<file path="src/rtl/parallax_layers.sv">
// Procedural starfield plus NUM_LAYERS scrolling ridge layers inside a square area.
// The layers are composited by priority into a registered RGB pixel.
module parallax_layers #(
  parameter int NUM_LAYERS = 3,
  parameter int AREA_LOG2 = 8,
  parameter int LFSR_W = 16,
  parameter int STAR_THRESH = 9,
  parameter int BASE_HEIGHT = 200,
  parameter int MIN_HEIGHT = 16,
  parameter int RGB_W = 3,
  parameter logic [4*RGB_W-1:0] LAYER_COLORS = 12'h362
) (
  input  logic             clk,
  input  logic             reset,
  input  logic [9:0]       hpos,
  input  logic [9:0]       vpos,
  input  logic             display_on,
  input  logic             pause,
  input  logic [1:0]       speed_sel,
  output logic [RGB_W-1:0] rgb,
  output logic [7:0]       frame
);

  localparam logic [9:0] AREA_SIZE  = 10'(1 << AREA_LOG2);
  localparam logic [9:0] MAX_H      = 10'((1 << AREA_LOG2) - 1);
  localparam logic [9:0] MIN_H      = 10'(MIN_HEIGHT);
  localparam logic [7:0] LAYER_TAPS = 8'hB8;

  function automatic logic [LFSR_W-1:0] star_taps();
    case (LFSR_W)
      16:      return LFSR_W'(16'hB400);
      15:      return LFSR_W'(16'h6000);
      14:      return LFSR_W'(16'h3802);
      default: return LFSR_W'(16'hB400);
    endcase
  endfunction

  localparam logic [LFSR_W-1:0] STAR_TAPS = star_taps();

  function automatic logic [LFSR_W-1:0] star_step(input logic [LFSR_W-1:0] x);
    return {1'b0, x[LFSR_W-1:1]} ^ (x[0] ? STAR_TAPS : {LFSR_W{1'b0}});
  endfunction

  function automatic logic [7:0] layer_step(input logic [7:0] x);
    return {1'b0, x[7:1]} ^ (x[0] ? LAYER_TAPS : 8'h00);
  endfunction

  // Saturating +/-1 so ridges never wrap through the top or bottom of the area
  function automatic logic [9:0] height_step(input logic [9:0] h, input logic up);
    if (up) begin
      return (h >= MAX_H) ? MAX_H : h + 10'd1;
    end else begin
      return (h <= MIN_H) ? MIN_H : h - 10'd1;
    end
  endfunction

  logic                                area_en_s;
  logic                                star_s;
  logic [RGB_W-1:0]                    star_col_s;
  logic [RGB_W-1:0]                    pix_s;
  logic [RGB_W-1:0]                    rgb_r;
  logic [7:0]                          frame_r;
  logic [LFSR_W-1:0]                   star_lfsr_r;
  logic [NUM_LAYERS-1:0][7:0]          seed_lfsr_r;
  logic [NUM_LAYERS-1:0][7:0]          work_lfsr_r;
  logic [NUM_LAYERS-1:0][9:0]          seed_height_r;
  logic [NUM_LAYERS-1:0][9:0]          work_height_r;
  logic [NUM_LAYERS-1:0]               seed_step_s;
  logic [NUM_LAYERS-1:0]               work_step_s;

  assign area_en_s  = display_on && (hpos < AREA_SIZE) && (vpos < AREA_SIZE);
  assign star_s     = &star_lfsr_r[LFSR_W-1 -: STAR_THRESH];
  assign star_col_s = {star_lfsr_r[RGB_W-1:1], 1'b1};
  assign rgb        = rgb_r;
  assign frame      = frame_r;

  // Per-layer step enables: seed walker bursts on line 1, row walker stretches by 2^k
  always_comb begin
    seed_step_s = {NUM_LAYERS{1'b0}};
    work_step_s = {NUM_LAYERS{1'b0}};
    for (int k = 0; k < NUM_LAYERS; k++) begin
      seed_step_s[k] = (vpos == 10'd1) && !pause &&
                       (hpos < 10'(k + 1) * ({8'd0, speed_sel} + 10'd1));
      work_step_s[k] = area_en_s && ((hpos & 10'((1 << k) - 1)) == 10'd0);
    end
  end

  // Priority compositing: nearest covering layer, else star, else black
  always_comb begin
    pix_s = {RGB_W{1'b0}};
    if (area_en_s) begin
      if (star_s) begin
        pix_s = star_col_s;
      end else begin
        pix_s = {RGB_W{1'b0}};
      end
      for (int k = NUM_LAYERS - 1; k >= 0; k--) begin
        if (vpos > work_height_r[k]) begin
          pix_s = LAYER_COLORS[k*RGB_W +: RGB_W];
        end else begin
          pix_s = pix_s;
        end
      end
    end else begin
      pix_s = {RGB_W{1'b0}};
    end
  end

  // Output pixel, frame counter and free-running star generator
  always_ff @(posedge clk or negedge reset) begin
    if (!reset) begin
      rgb_r       <= {RGB_W{1'b0}};
      frame_r     <= 8'd0;
      star_lfsr_r <= {LFSR_W{1'b1}};
    end else begin
      rgb_r <= pix_s;
      if (hpos == 10'd0 && vpos == 10'd0 && !pause) begin
        frame_r <= frame_r + 8'd1;
      end
      if (area_en_s) begin
        star_lfsr_r <= star_step(star_lfsr_r);
      end
    end
  end

  // Ridge walkers; the row walker reloads from the seed at each line start
  always_ff @(posedge clk or negedge reset) begin
    if (!reset) begin
      for (int k = 0; k < NUM_LAYERS; k++) begin
        seed_lfsr_r[k]   <= 8'(8'h60 + k);
        work_lfsr_r[k]   <= 8'(8'h60 + k);
        seed_height_r[k] <= 10'(BASE_HEIGHT - 20 * k);
        work_height_r[k] <= 10'(BASE_HEIGHT - 20 * k);
      end
    end else begin
      for (int k = 0; k < NUM_LAYERS; k++) begin
        if (seed_step_s[k]) begin
          seed_lfsr_r[k]   <= layer_step(seed_lfsr_r[k]);
          seed_height_r[k] <= height_step(seed_height_r[k], seed_lfsr_r[k][0]);
        end
        if (hpos == 10'd0) begin
          work_lfsr_r[k]   <= seed_lfsr_r[k];
          work_height_r[k] <= seed_height_r[k];
        end else if (work_step_s[k]) begin
          work_lfsr_r[k]   <= layer_step(work_lfsr_r[k]);
          work_height_r[k] <= height_step(work_height_r[k], work_lfsr_r[k][0]);
        end
      end
    end
  end

endmodule

</file>
<file path="config.mk">
export PLATFORM = sky130hd
export DESIGN_NAME = parallax_layers
export DESIGN_NICKNAME = d
export VERILOG_FILES = /design/src/rtl/parallax_layers.sv
export SDC_FILE = /design/constraint.sdc
export NUM_CORES = 1
export LEC_CHECK = 0
export CORE_MARGIN = 2
export CORE_UTILIZATION = 25
export DETAILED_ROUTE_END_ITERATION = 6
export PLACE_DENSITY_LB_ADDON = 0.1
export SLEW_MARGIN = 20
export SYNTH_ARGS = -nofsm -noshare
export SYNTH_HDL_FRONTEND = slang
export SYNTH_SLANG_ARGS = --single-unit
</file>
<file path="constraint.sdc">
create_clock -name clk -period 2.1 [get_ports clk]
set_input_delay 0.21 -clock clk [delete_from_list [all_inputs] [get_ports clk]]
set_output_delay 0.21 -clock clk [all_outputs]
set_load 0.01 [all_outputs]
</file>
==> metrics.md <==
| Metric | Value |
|---|---|
| Syn avg cell area | `roughly 8.5 sq um` |
| Clk_lat worst skew | `440 ps` |
| Die height | `just under 200 um` |
| Routed length on met3 | `883 um` |
| Critical Path Most Common Cell | `buf_6` |
| Mapped Cells | `1103` |
| RSZ-0062 raised after global routing | `yes` |
| Die area | `just under 0.04 sq mm` |
| WL met1 | `around 15000 um` |
| Ys Warns | `0` |
| Setup TNS | `0 ps` |
| # diodes | `0` |
| Synthesis-to-finish area growth | `34.7%` |
| Clk root buf | `clkbuf_16` |
| Worst-margin pin slew | `459 ps` |
| Nets | `1371` |
| Top Ports | `37` |
| CTS buffer count | `17` |
| Die width | `198 um` |
| Leakage | `5.36 nW` |
| Drt drc | `0` |
| Rows | `70` |
| Internal Power | `roughly 5.9 mW` |
| DRT Wirelength | `~29000 um` |
| DRT iter0 DRCs | `430` |
| PwrDens | `~700 mW/mm^2` |
| Switching power | `between 2 and 3 mW` |
| H-tree depth | `4` |
| Crit-path slowest cell | `or3b_4` |
| Final GP Congestion | `approximately 0.79` |
| Max-cap violations | `0` |
| Worst hold slack | `~210 ps` |
| First-pass GRT wire length | `roughly 48000 um` |
| Clk slew on worst S/H paths | `approximately 70 ps` |
| I/O Buffers | `36` |
| Final worst path period need | `between 2000 and 2500 ps` |
| Fin util | `0.344` |
| CP Capture Type | `flop` |
| Initial DRT Pass Iterations | `5` |
| Mapped cell area | `0.00939 sq mm` |
| Peak supply drop | `435 uV` |
| Antenna violations before repair | `0` |
| Max stage delay on crit path | `roughly 400 ps` |
| Maximum buffer depth of the clock tree | `2` |
| CP Data Required Time | `approximately 2400 ps` |
| Number of flops mapped to enable cells by yosys | `0` |
| Fin. max-slew vios | `0` |
| Layout cells sized above 1 | `0.298` |
| Status | `finished clean` |
| Setup Crit Path Kind | `flop to flop` |
| Highest metal used | `met4` |
| Slew margin rel. | `0.689` |
| Hold Fails Final Rpt | `0` |
| Clock skew | `12.7 ps` |
| Flop pwr share | `0.367` |
| GRT Total Usage | `0.156` |
| Worst-path maximum fanout | `7` |
| WL met2 | `~13000 um` |
| Clock group share of total power | `0.353` |
| Vias per inst | `4.95` |
| Sequential fraction of the synthesis area | `0.366` |
| Startpoint Class | `flop` |
| Min-Delay Path Class | `input pin to asynchronous set/reset pin` |
| Switching portion of total power | `0.317` |
| WL/cell | `roughly 17 um` |
| Largest net degree at the start of global routing | `slightly above 70` |
| Synth Register Bits | `approximately 140` |
| Initial Util | `0.255` |
| Commonest non-fill, non-tap cell in the layout | `buf_4` |
| Final ANT Viol Nets | `0` |
| Most frequent cells in the layout | `buf_4 (188), nand2_1 (137), dfrtp_1 (84), o21ai_0 (80), nor2_1 (70)` |
| Max Clock Freq | `around 0.48 GHz` |
| Comb pwr share | `0.280` |
| Clk sinks | `135` |
| Syn_nets | `1183` |
| Async SR Flop Fraction | `1.00` |
| CTS tree | `done` |
| Total number of vias | `8776` |
| Hpwl dp | `~21000 um` |
| Grt total ovfl | `0` |
| Tcrit/Tclk final | `0.995` |
| Post-synth top flop | `dfrtp_1` |
| Worst-path cell chain | `inv_2 > ha_4 > or3b_4 > a2111oi_4 > buf_6 > nor3_4 > buf_6 > a32oi_2 > o22ai_1` |
| Arr. time, crit path | `between 2000 and 2500 ps` |
| Post-synth cell types | `87` |
| Setup violators final | `0` |
| CORE AREA | `approximately 0.037 sq mm` |
| Number of global-route vias before repair | `slightly below 9000` |
-- final timing paths --
kind	end	depth (start not counted)	start	slack (ps)
hold reg to reg	star_lfsr_r[4]	2	star_lfsr_r[4]	460
setup / recovery	work_height_r[18]	9	work_height_r[11]	10
max in group asynchronous	work_lfsr_r[22]	3	reset	1150
min in group clk	star_lfsr_r[4]	2	star_lfsr_r[4]	460
hold / removal	seed_height_r[13]	2	reset	210
setup reg to reg	work_height_r[18]	9	work_height_r[11]	10
-- kinds of logic (layout without fill, tap and decap cells) --
kind of cell,Yosys count,after routing,synth area share
AND/OR/NAND/NOR,394,394,0.207
AO/OA/AOI/OAI,328,328,0.237
flip-flops,135,135,0.366
buffers and inverters,133,334,0.0589
adder cells (fa/ha/maj),54,54,0.0719
XOR/XNOR,42,42,0.0392
multiplexers,17,17,0.0193
-- critical path, delay by kind of cell (launching register included) --
| family | cells | cell delay [ps] |
|---|---|---|
| buffers and inverters | 3 | 420 |
| adders and majority gates | 1 | 130 |
| AOI/OAI and AO/OA | 3 | 590 |
| and+or+nand+nor | 2 | 440 |
| DFF | 1 | 390 |
-- sequential cells by signal, indices dropped and copies added, names as in the netlist --
name,cells
work_lfsr_r,24
seed_lfsr_r,24
seed_height_r,30
rgb,3
work_height_r,30
star_lfsr_r,16
frame,8
-- power by group through the flow --
stage / clock (mW) / sequential, mW / combinational (mW)
2_1_floorplan: 0 / 3.15 / 1.26
3_3_place_gp: 0 / 3.20 / 2.16
3_5_place_dp: 0 / 3.19 / 2.17
4_1_cts: 3.14 / 3.16 / 2.31
5_1_grt: 3.24 / 3.20 / 2.72
6_report: 3.04 / 3.16 / 2.41
-- metrics by stage --
step | power [mW] | std cells | worst slack, ps | instance area, sq um
after global routing | 9.16 | 1772 | -98.8 | 12700
after CTS | 8.60 | 1767 | -52.7 | 12400
after global placement | 5.36 | 1728 | -551 | 11600
after detailed placement | 5.36 | 1728 | -556 | 11600
after floorplan | 4.41 | 1103 | -70.5 | 9470
final | 8.62 | 1772 | 10.1 | 12700
-- layer usage --
layer | GRT usage | vias up
met5 | 0 | -
met4 | 0.0368 | 0
met3 | 0.0286 | 14
met2 | 0.243 | 120
met1 | 0.223 | 4220
li1 | - | 4422
-- cell usage after synthesis, drive strengths merged (8+ instances only) --
cell type    n  area share
mux2         9       0.011
clkbuf      57       0.025
nand4       21       0.014
or3         14      0.0095
nand3       30       0.016
mux2i        8      0.0085
nor4        14      0.0093
nor2        76       0.032
inv         61       0.024
o21ai      100       0.054
a211oi      12       0.011
o211ai      13       0.010
nor3        41       0.023
o311ai       8      0.0075
a31oi       25       0.017
nand2      138       0.055
buf         15      0.0093
dfrtp       85        0.23
o21a        14       0.011
o22ai       11      0.0073
o31ai       11      0.0088
ha          54       0.072
a21oi       54       0.029
dfstp       50        0.14
xnor2       35       0.033
and3        14      0.0096
-- layout make-up --
class                   count  area (sq um)
multi-input cells         835          5790
inverters                  61           229
clock buffers              24           472
fillers                  3838         24100
well taps                 468           586
flip-flops and latches    135          3440
repair buffers            241          2040
clock inverters             8          97.6
-- what timing repair did --
action,CTS,global route
buffers inserted,6,6
gates resized for setup,34,59
endpoints found under the setup margin,26,43
hold endpoints to repair,51,0
gates cloned,0,0
hold buffers,1,0
pin swaps,13,29
Power figures use the tool's default switching activity.
